===== config.mk =====
export PLATFORM = sky130hd
export DESIGN_NAME = exe_ctrl
export DESIGN_NICKNAME = d
export VERILOG_FILES = /design/src/rtl/exe_ctrl_pkg.sv /design/src/rtl/exe_ctrl_hazard_detect.sv /design/src/rtl/exe_ctrl.sv
export SDC_FILE = /design/constraint.sdc
export NUM_CORES = 1
export LEC_CHECK = 0
export ABC_AREA = 0
export CAP_MARGIN = 20
export CELL_PAD_IN_SITES_DETAIL_PLACEMENT = 0
export CELL_PAD_IN_SITES_GLOBAL_PLACEMENT = 1
export CORE_MARGIN = 5
export CORE_UTILIZATION = 18
export CTS_CLUSTER_DIAMETER = 60
export DETAILED_ROUTE_END_ITERATION = 12
export PLACE_DENSITY_LB_ADDON = 0.12
export REMOVE_ABC_BUFFERS = 1
export SLEW_MARGIN = 20
export SYNTH_ARGS = -nofsm -noshare
export SYNTH_HDL_FRONTEND = slang
export SYNTH_HIERARCHICAL = 1
export SYNTH_SLANG_ARGS = --single-unit

===== constraint.sdc =====
create_clock -name clk_i -period 3.6 [get_ports clk_i]
set_clock_uncertainty 0.2 [all_clocks]
set_input_delay 0.72 -clock clk_i [delete_from_list [all_inputs] [get_ports clk_i]]
set_output_delay 0.72 -clock clk_i [all_outputs]
set_load 0.01 [all_outputs]

===== src/rtl/exe_ctrl_pkg.sv =====
// exe_ctrl_pkg: shared constants for the EX-stage pipeline controller.
// Holds the FSM state encoding, the trap cause code and the default
// register-index width used by exe_ctrl and hazard_detect.
package exe_ctrl_pkg;

  localparam int REG_ADDR_W_DEF = 5;

  localparam logic [1:0] RUN      = 2'd0;
  localparam logic [1:0] MDU_WAIT = 2'd1;
  localparam logic [1:0] TRAP     = 2'd2;

  localparam logic [3:0] CAUSE_INST_ADDR_MIS = 4'd0;

endpackage


===== src/rtl/exe_ctrl_hazard_detect.sv =====
// hazard_detect: purely combinational load-use detector.
// Flags when the load sitting in EX writes a register that the valid ID
// instruction reads. Register x0 never produces a hazard.
module hazard_detect
  import exe_ctrl_pkg::*;
#(
  parameter int REG_ADDR_W = REG_ADDR_W_DEF
) (
  input  logic                  id_valid_i,
  input  logic [REG_ADDR_W-1:0] id_rs1_i,
  input  logic [REG_ADDR_W-1:0] id_rs2_i,
  input  logic                  id_uses_rs1_i,
  input  logic                  id_uses_rs2_i,
  input  logic [REG_ADDR_W-1:0] ex_rd_i,
  input  logic                  ex_rd_we_i,
  input  logic                  ex_is_load_i,
  output logic                  hazard_o
);

  logic rdIsZero;
  logic rs1Match;
  logic rs2Match;

  // Compare each used ID source against the EX load destination
  always_comb begin
    rdIsZero = (ex_rd_i == '0);
    rs1Match = id_uses_rs1_i && (id_rs1_i == ex_rd_i);
    rs2Match = id_uses_rs2_i && (id_rs2_i == ex_rd_i);
    hazard_o = ex_is_load_i && ex_rd_we_i && !rdIsZero && id_valid_i &&
               (rs1Match || rs2Match);
  end

endmodule


===== src/rtl/exe_ctrl.sv =====
// exe_ctrl: EX-stage pipeline controller. Decides stalls, bubbles and
// flushes for load-use hazards, taken branches/jumps, misaligned targets
// and the multi-cycle MDU, and drives the trap request interface.
// Optional macro EXE_CTRL_PERF_CNT_EN adds a stall-cycle counter
// (stall_cnt_o, stall_cnt_clr_i and the PERF_W parameter).
module exe_ctrl
  import exe_ctrl_pkg::*;
#(
  parameter int REG_ADDR_W = REG_ADDR_W_DEF
`ifdef EXE_CTRL_PERF_CNT_EN
  ,
  parameter int PERF_W     = 32
`endif
) (
  input  logic                  clk_i,
  input  logic                  rst_i,
  input  logic                  id_valid_i,
  input  logic [REG_ADDR_W-1:0] id_rs1_i,
  input  logic [REG_ADDR_W-1:0] id_rs2_i,
  input  logic                  id_uses_rs1_i,
  input  logic                  id_uses_rs2_i,
  input  logic                  ex_valid_i,
  input  logic [REG_ADDR_W-1:0] ex_rd_i,
  input  logic                  ex_rd_we_i,
  input  logic                  ex_is_load_i,
  input  logic                  ex_is_mdu_i,
  input  logic                  is_br_j_taken_i,
  input  logic                  e_inst_addr_mis_i,
  input  logic                  mdu_done_i,
  input  logic                  trap_ack_i,
  output logic                  stall_if_o,
  output logic                  stall_id_o,
  output logic                  stall_ex_o,
  output logic                  bubble_ex_o,
  output logic                  flush_if_id_o,
  output logic                  flush_id_ex_o,
  output logic                  mdu_start_o,
  output logic                  trap_req_o,
  output logic [3:0]            trap_cause_o,
  output logic                  busy_o
`ifdef EXE_CTRL_PERF_CNT_EN
  ,
  input  logic                  stall_cnt_clr_i,
  output logic [PERF_W-1:0]     stall_cnt_o
`endif
);

  logic [1:0] state_q;
  logic [1:0] state_d;
  logic [3:0] cause_q;
  logic [3:0] cause_d;
  logic       loadUseHazard;

  hazard_detect #(
    .REG_ADDR_W(REG_ADDR_W)
  ) u_hazard_detect (
    .id_valid_i   (id_valid_i),
    .id_rs1_i     (id_rs1_i),
    .id_rs2_i     (id_rs2_i),
    .id_uses_rs1_i(id_uses_rs1_i),
    .id_uses_rs2_i(id_uses_rs2_i),
    .ex_rd_i      (ex_rd_i),
    .ex_rd_we_i   (ex_rd_we_i),
    .ex_is_load_i (ex_is_load_i),
    .hazard_o     (loadUseHazard)
  );

  // Output decode and next-state selection; RUN resolves causes in priority order
  always_comb begin
    stall_if_o    = 1'b0;
    stall_id_o    = 1'b0;
    stall_ex_o    = 1'b0;
    bubble_ex_o   = 1'b0;
    flush_if_id_o = 1'b0;
    flush_id_ex_o = 1'b0;
    mdu_start_o   = 1'b0;
    trap_req_o    = 1'b0;
    state_d       = state_q;
    cause_d       = cause_q;

    case (state_q)
      RUN: begin
        if (ex_valid_i) begin
          if (e_inst_addr_mis_i) begin
            flush_if_id_o = 1'b1;
            flush_id_ex_o = 1'b1;
            state_d       = TRAP;
            cause_d       = CAUSE_INST_ADDR_MIS;
          end else if (is_br_j_taken_i) begin
            flush_if_id_o = 1'b1;
            flush_id_ex_o = 1'b1;
          end else if (ex_is_mdu_i) begin
            mdu_start_o = 1'b1;
            stall_if_o  = 1'b1;
            stall_id_o  = 1'b1;
            stall_ex_o  = 1'b1;
            state_d     = MDU_WAIT;
          end else if (loadUseHazard) begin
            stall_if_o  = 1'b1;
            stall_id_o  = 1'b1;
            bubble_ex_o = 1'b1;
          end
        end
      end
      MDU_WAIT: begin
        if (mdu_done_i) begin
          state_d = RUN;
        end else begin
          stall_if_o = 1'b1;
          stall_id_o = 1'b1;
          stall_ex_o = 1'b1;
        end
      end
      TRAP: begin
        trap_req_o    = 1'b1;
        flush_if_id_o = 1'b1;
        flush_id_ex_o = 1'b1;
        stall_if_o    = 1'b1;
        if (trap_ack_i) begin
          state_d = RUN;
        end
      end
      default: begin
        state_d = RUN;
      end
    endcase
  end

  assign busy_o       = (state_q != RUN);
  assign trap_cause_o = cause_q;

  // State and latched trap cause; reset wins over every input
  always_ff @(posedge clk_i) begin
    if (rst_i) begin
      state_q <= RUN;
      cause_q <= CAUSE_INST_ADDR_MIS;
    end else begin
      state_q <= state_d;
      cause_q <= cause_d;
    end
  end

`ifdef EXE_CTRL_PERF_CNT_EN
  logic [PERF_W-1:0] stallCnt_q;

  // Count cycles with the front end held; clear beats increment, wraps naturally
  always_ff @(posedge clk_i) begin
    if (rst_i) begin
      stallCnt_q <= '0;
    end else if (stall_cnt_clr_i) begin
      stallCnt_q <= '0;
    end else if (stall_if_o) begin
      stallCnt_q <= stallCnt_q + 1'b1;
    end
  end

  assign stall_cnt_o = stallCnt_q;
`endif

endmodule

==> results of run 1 <==
[report_power, final]
group          internal [mW]  switching [mW]  total [mW]
combinational         0.0480          0.0272      0.0753
clock                 0.0369          0.0135      0.0503
sequential            0.0233         0.00135      0.0246
[worst max-delay path, delay by kind of cell]
family                 cells  cell delay, ps
AO/OA/AOI/OAI              1             260
AND/OR/NAND/NOR            1             490
buffers and inverters      2            1070
[layout by cell type (no fill, tap or decap)]
master	count
clkbuf_4	3
inv_1	4
nand2b_1	3
buf_4	4
nor4_1	3
or3b_1	2
clkdlybuf4s50_1	33
clkbuf_2	2
a21oi_1	1
or4_1	1
xnor2_1	2
dfxtp_1	2
o31ai_2	1
a211oi_1	1
nand3b_1	1
xor2_1	8
o21ai_0	1
a21oi_2	1
nand3_1	2
o32ai_2	1
conb_1	4
dlygate4sd1_1	1
o2111ai_2	1
nor2_1	1
or2_1	1
o311ai_4	1
nor3_1	1
o31ai_1	1
[worst max path at each step]
stage / from / to / slack, ps
after floorplan: ex_rd_i[1] / bubble_ex_o / 810
after CTS: ex_rd_i[3] / stall_if_o / 20
after detailed placement: ex_rd_i[3] / stall_if_o / -260
after global placement: ex_rd_i[3] / stall_if_o / -210
after global routing: ex_rd_i[3] / bubble_ex_o / 9
final: ex_valid_i / stall_ex_o / 140
[layer usage]
layer / part of all wire, % / routed length [um] / track usage [%]
met1: 32 / 402 / 6.89
met2: 54 / 682 / 14.9
met3: 13 / 162 / 4.59
met4: 0.56 / 7 / 3.05
met5: 0 / 0 / 0
[logic make-up after synthesis]
kind of cell | synth area share, %
AND/OR/NAND/NOR | 24.5
flip-flops | 10.3
other | 0.967
XOR/XNOR | 22.6
buffers and inverters | 17.4
AO/OA/AOI/OAI | 24.2
[final cells by class]
cell class | count | area [um2] | share of cell area [%]
timing repair buffer | 40 | 379 | 47.9
multi-input combinational | 38 | 302 | 38.1
tap | 27 | 33.8 | 4.27
sequential | 2 | 40.0 | 5.06
inverter | 4 | 15.0 | 1.90
clock buffer | 3 | 22.5 | 2.84
[stage by stage]
stage	cells	setup WS [ps]	hold slack [ps]	util, %	power [mW]
floorplan	44	810	282	-	0.0499
global placement	111	-211	346	38.5	0.102
CTS	114	15.1	337	39.4	0.155
detailed placement	111	-259	333	38.5	0.101
finish	114	141	331	39.6	0.150
global route	114	8.81	363	39.6	0.162
[what timing repair did]
item | in CTS | in global routing
hold endpoints to repair | 0 | 0
gates cloned | 0 | 0
resized for setup | 3 | 8
endpoints found under the setup margin | 3 | 3
pin swaps | 0 | 1
setup buffers | 0 | 0
[cells in the mapped netlist]
library cell,count,area share (%)
dfxtp_1,2,10
inv_1,4,3.9
buf_6,1,2.9
o311ai_4,1,6.8
a21oi_1,2,2.6
or3b_1,2,4.5
nand2b_1,3,4.8
o2111ai_1,1,2.3
nor3_1,1,1.3
nand3_1,2,2.6
clkbuf_1,1,0.97
nor4_1,3,4.8
conb_1,1,0.97
xnor2_1,2,4.5
nor2_1,1,0.97
buf_4,5,9.7
nand3b_1,1,1.9
o21ai_0,1,1.3
xor2_1,8,18
o31ai_2,1,3.2
or4_1,1,1.9
or2_1,1,1.6
o31ai_1,1,1.9
o32ai_2,1,4.2
a211oi_1,1,1.9
==> metrics.txt, run 1 <==
first-pass iteration count of the detailed router=2; # fillers=223; Reg2Reg Depth=2; vias in the first global route=469; Syn Area/Cell=8.08 um2; Hold Path End=state_q[1]; cells after synthesis=48; Fin. Hold Viols=0; crit path cell chain=clkdlybuf4s50_1 > or3b_1 > o31ai_1 > clkdlybuf4s50_1; H-tree depth=1; die footprint=0.00318 mm2; post-route ant nets=0; via count=474; Final nets=117; Final Routed Wirelength=1260 um; post-synthesis sequential area ratio=10.3%; unrepaired setup endpoints after global routing=no; Die Y=56.4 um; flops & latches, synth=2; Final Cycle Share=96.1%; Clock Path Buffers=2; area delta synth->final=104%; WL per Instance=11.0 um; effective utilization at floorplan=19.4%; fmax=0.289 GHz; routed vias/inst=4.16; initial antenna violation count=0; Clk Latency, worst-skew pair=220 ps; Required @ worst endpoint=2680 ps; RR Startpoint=state_q[0]; maximum net fanout on the critical path=6; DRC=0; first-pass GRT wire length=2040 um; ANT cells=0; endpoints failing setup=0; CP arrival=2540 ps; Max VDD drop=106 uV; Worst setup EP type=primary output; Crit-path slowest cell=clkdlybuf4s50_1; terminus of the critical flop-to-flop path=state_q[0]; Slew Limit Fails=0; Pleak=0.304 nW; layout cell share with drive strength beyond 1=16.1%; total grt overflow=0; Yosys cell types=25; post-DP HPWL=1130 um; cell mode on critical path=clkdlybuf4s50_1; IO buf count=36; drt first-iter violations=1; hold buffer count at CTS=0; Max-cap violations=0; Area after DPL=771 um2; RePlAce Congestion=0.750; Total GRT Usage=7.97%; CP Launch Type=input port; status=finished, final reports clean; CTS clock-pin slew for the worst setup and hold paths=30 ps; total negative slack=0 ps; Die Wd=56.4 um; leading registers by flop count=state_q x2; total core area=0.00200 mm2; Hold Path Class=flip-flop to flip-flop; Root Driver=clkbuf_4; Largest register FFs=2; cts bufs inserted=3; CP max stage delay=580 ps; Rows=16; yosys warns=6; Syn Std Cell Area=388 um2; CTS tree=built; # clock sinks=2; setup slack, reg-to-reg=2220 ps; Hold Crit Depth=2; Top reg by flops=state_q; min-delay src=state_q[1]; fin area=792 um2; I/O pin total=41; Power Density=190 mW/mm2; Period minus WS final=3460 ps; pin count of the biggest net entering global routing=7; Setup Crit Path Kind=input port to primary output
Power figures use the tool's default switching activity.
==> run 2: changes to the inputs <==
- PLACE_DENSITY: not set -> 0.79
- PLACE_DENSITY_LB_ADDON: 0.12 -> not set
==> run 2 against run 1 <==
Net effect:
- worst setup slack gained 13 ps
- first-iteration DRC count grew to 8.0 times the previous value
- sequential power barely moved
- largest power group unchanged
- non-clock buffer count unchanged
- flip-flop and latch count did not move
- cell count unchanged
- critical path depth stayed put
- combinational power increased by 0.8%
- sequential share of layout area is essentially flat
- count of clock-buffer cells in the layout unchanged
- power shrank 0.89%
==> metrics.txt, run 2 (synthesis results as in run 1) <==
first-pass iteration count of the detailed router=2; H-tree depth=1; final core utilization=39.4%; cts bufs inserted=3; pre-CTS WS=-298 ps; total negative slack=0 ps; setup slack, reg-to-reg=2240 ps; pin count of the biggest net entering global routing=7; layout cell share with drive strength beyond 1=17.2%; first-pass GRT wire length=2260 um; Final nets=117; RR Startpoint=state_q[0]; CTS clock-pin slew for the worst setup and hold paths=30 ps; Pleak=0.300 nW; CP arrival=2530 ps; Crit-path slowest cell=clkdlybuf4s50_1; Cells after DPL=111; Top reg by flops=state_q; Final Routed Wirelength=1250 um; via count=461; post-DP HPWL=1090 um; CP max stage delay=580 ps; Post CTS Setup Buffer Count=0; DRC=0; Required @ worst endpoint=2680 ps; most frequent cells in the layout=33 x clkdlybuf4s50_1, 8 x xor2_1, 4 x inv_1, 4 x conb_1, 4 x buf_4; post-route ant nets=0; status=finished, final reports clean; Final Cycle Share=95.7%; leading registers by flop count=state_q x2; Setup Crit Path Kind=input port to primary output; Largest register FFs=2; initial antenna violation count=0; Worst setup startpoint=ex_valid_i; Power Density=189 mW/mm2; Fin. Hold Viols=0; Die Wd=56.4 um; Root Driver=clkbuf_4; fmax=0.290 GHz; vias in the first global route=462; Slew Limit Fails=0; total grt overflow=0; Die Y=56.4 um; # clock sinks=2; total core area=0.00200 mm2; CP Launch Type=input port; Clock Path Buffers=2; Period minus WS final=3450 ps; worst setup margin=153 ps; ANT cells=0; Post-Layout Cell Count=114; Worst setup EP type=primary output; maximum net fanout on the critical path=6; WL per Instance=11.0 um; cell mode on critical path=clkdlybuf4s50_1; die footprint=0.00318 mm2; I/O pin total=41; Rows=16; effective utilization at floorplan=19.4%; Max VDD drop=127 uV; Total GRT Usage=9.00%; drt first-iter violations=8; RePlAce Congestion=0.774; endpoints failing setup=0; Hold Path Class=flip-flop to flip-flop; IO buf count=36; Clk Latency, worst-skew pair=220 ps; commonest non-fill, non-tap cell in the layout=clkdlybuf4s50_1; CTS tree=built; Max-cap violations=0; routed vias/inst=4.04; crit path cell chain=clkdlybuf4s50_1 > or3b_1 > o31ai_1 > clkdlybuf4s50_1; unrepaired setup endpoints after global routing=no; area delta synth->final=103%; min-delay src=state_q[1]
## run 2: cell count changes in the layout (fill, tap and decap cells not counted), sizes merged
cell,previous run,this run
clkbuf,5,6
dlygate4sd1,1,0
## run 2: cell type report
| cell class | instances | area, um2 |
|---|---|---|
| sequential | 2 | 40.0 |
| inverter | 4 | 15.0 |
| clock buffer | 3 | 22.5 |
| multi-input combinational | 38 | 302 |
| timing repair buffer | 40 | 375 |
| fill | 208 | 1210 |
| tap | 27 | 33.8 |
## run 2: final timing paths
kind                                   end  cells past startpoint
worst min register to register  state_q[1]                      2
worst max register to register  state_q[0]                      2
worst max-delay path            stall_ex_o                      4
worst min-delay path            state_q[1]                      2
## run 2: what timing repair did
item                       CTS  global route
gates resized for setup      4             8
setup endpoints to repair    3             3
hold buffers                 0             0
## run 2: routing by layer
layer	global-route usage, %	wire (um)
met1	9.58	502
met2	14.0	606
met3	6.19	143
met4	3.05	0
met5	0	0
## run 2: through the flow
stage,power (mW),area (um2),hold WS (ps)
final,0.149,788,329
after global routing,0.161,788,380
after floorplan,0.0499,347,282
after detailed placement,0.101,771,329
after global placement,0.101,771,323
after CTS,0.153,796,332
## run 2: worst max-delay path, delay by kind of cell
family | cells | cell delay, ps
simple gates | 1 | 500
buf+inv | 2 | 1060
compound gates | 1 | 250
## run 2: power breakdown
| group | switching [mW] | internal [mW] |
|---|---|---|
| sequential | 0.00131 | 0.0233 |
| combinational | 0.0278 | 0.0481 |
| clock | 0.0117 | 0.0367 |
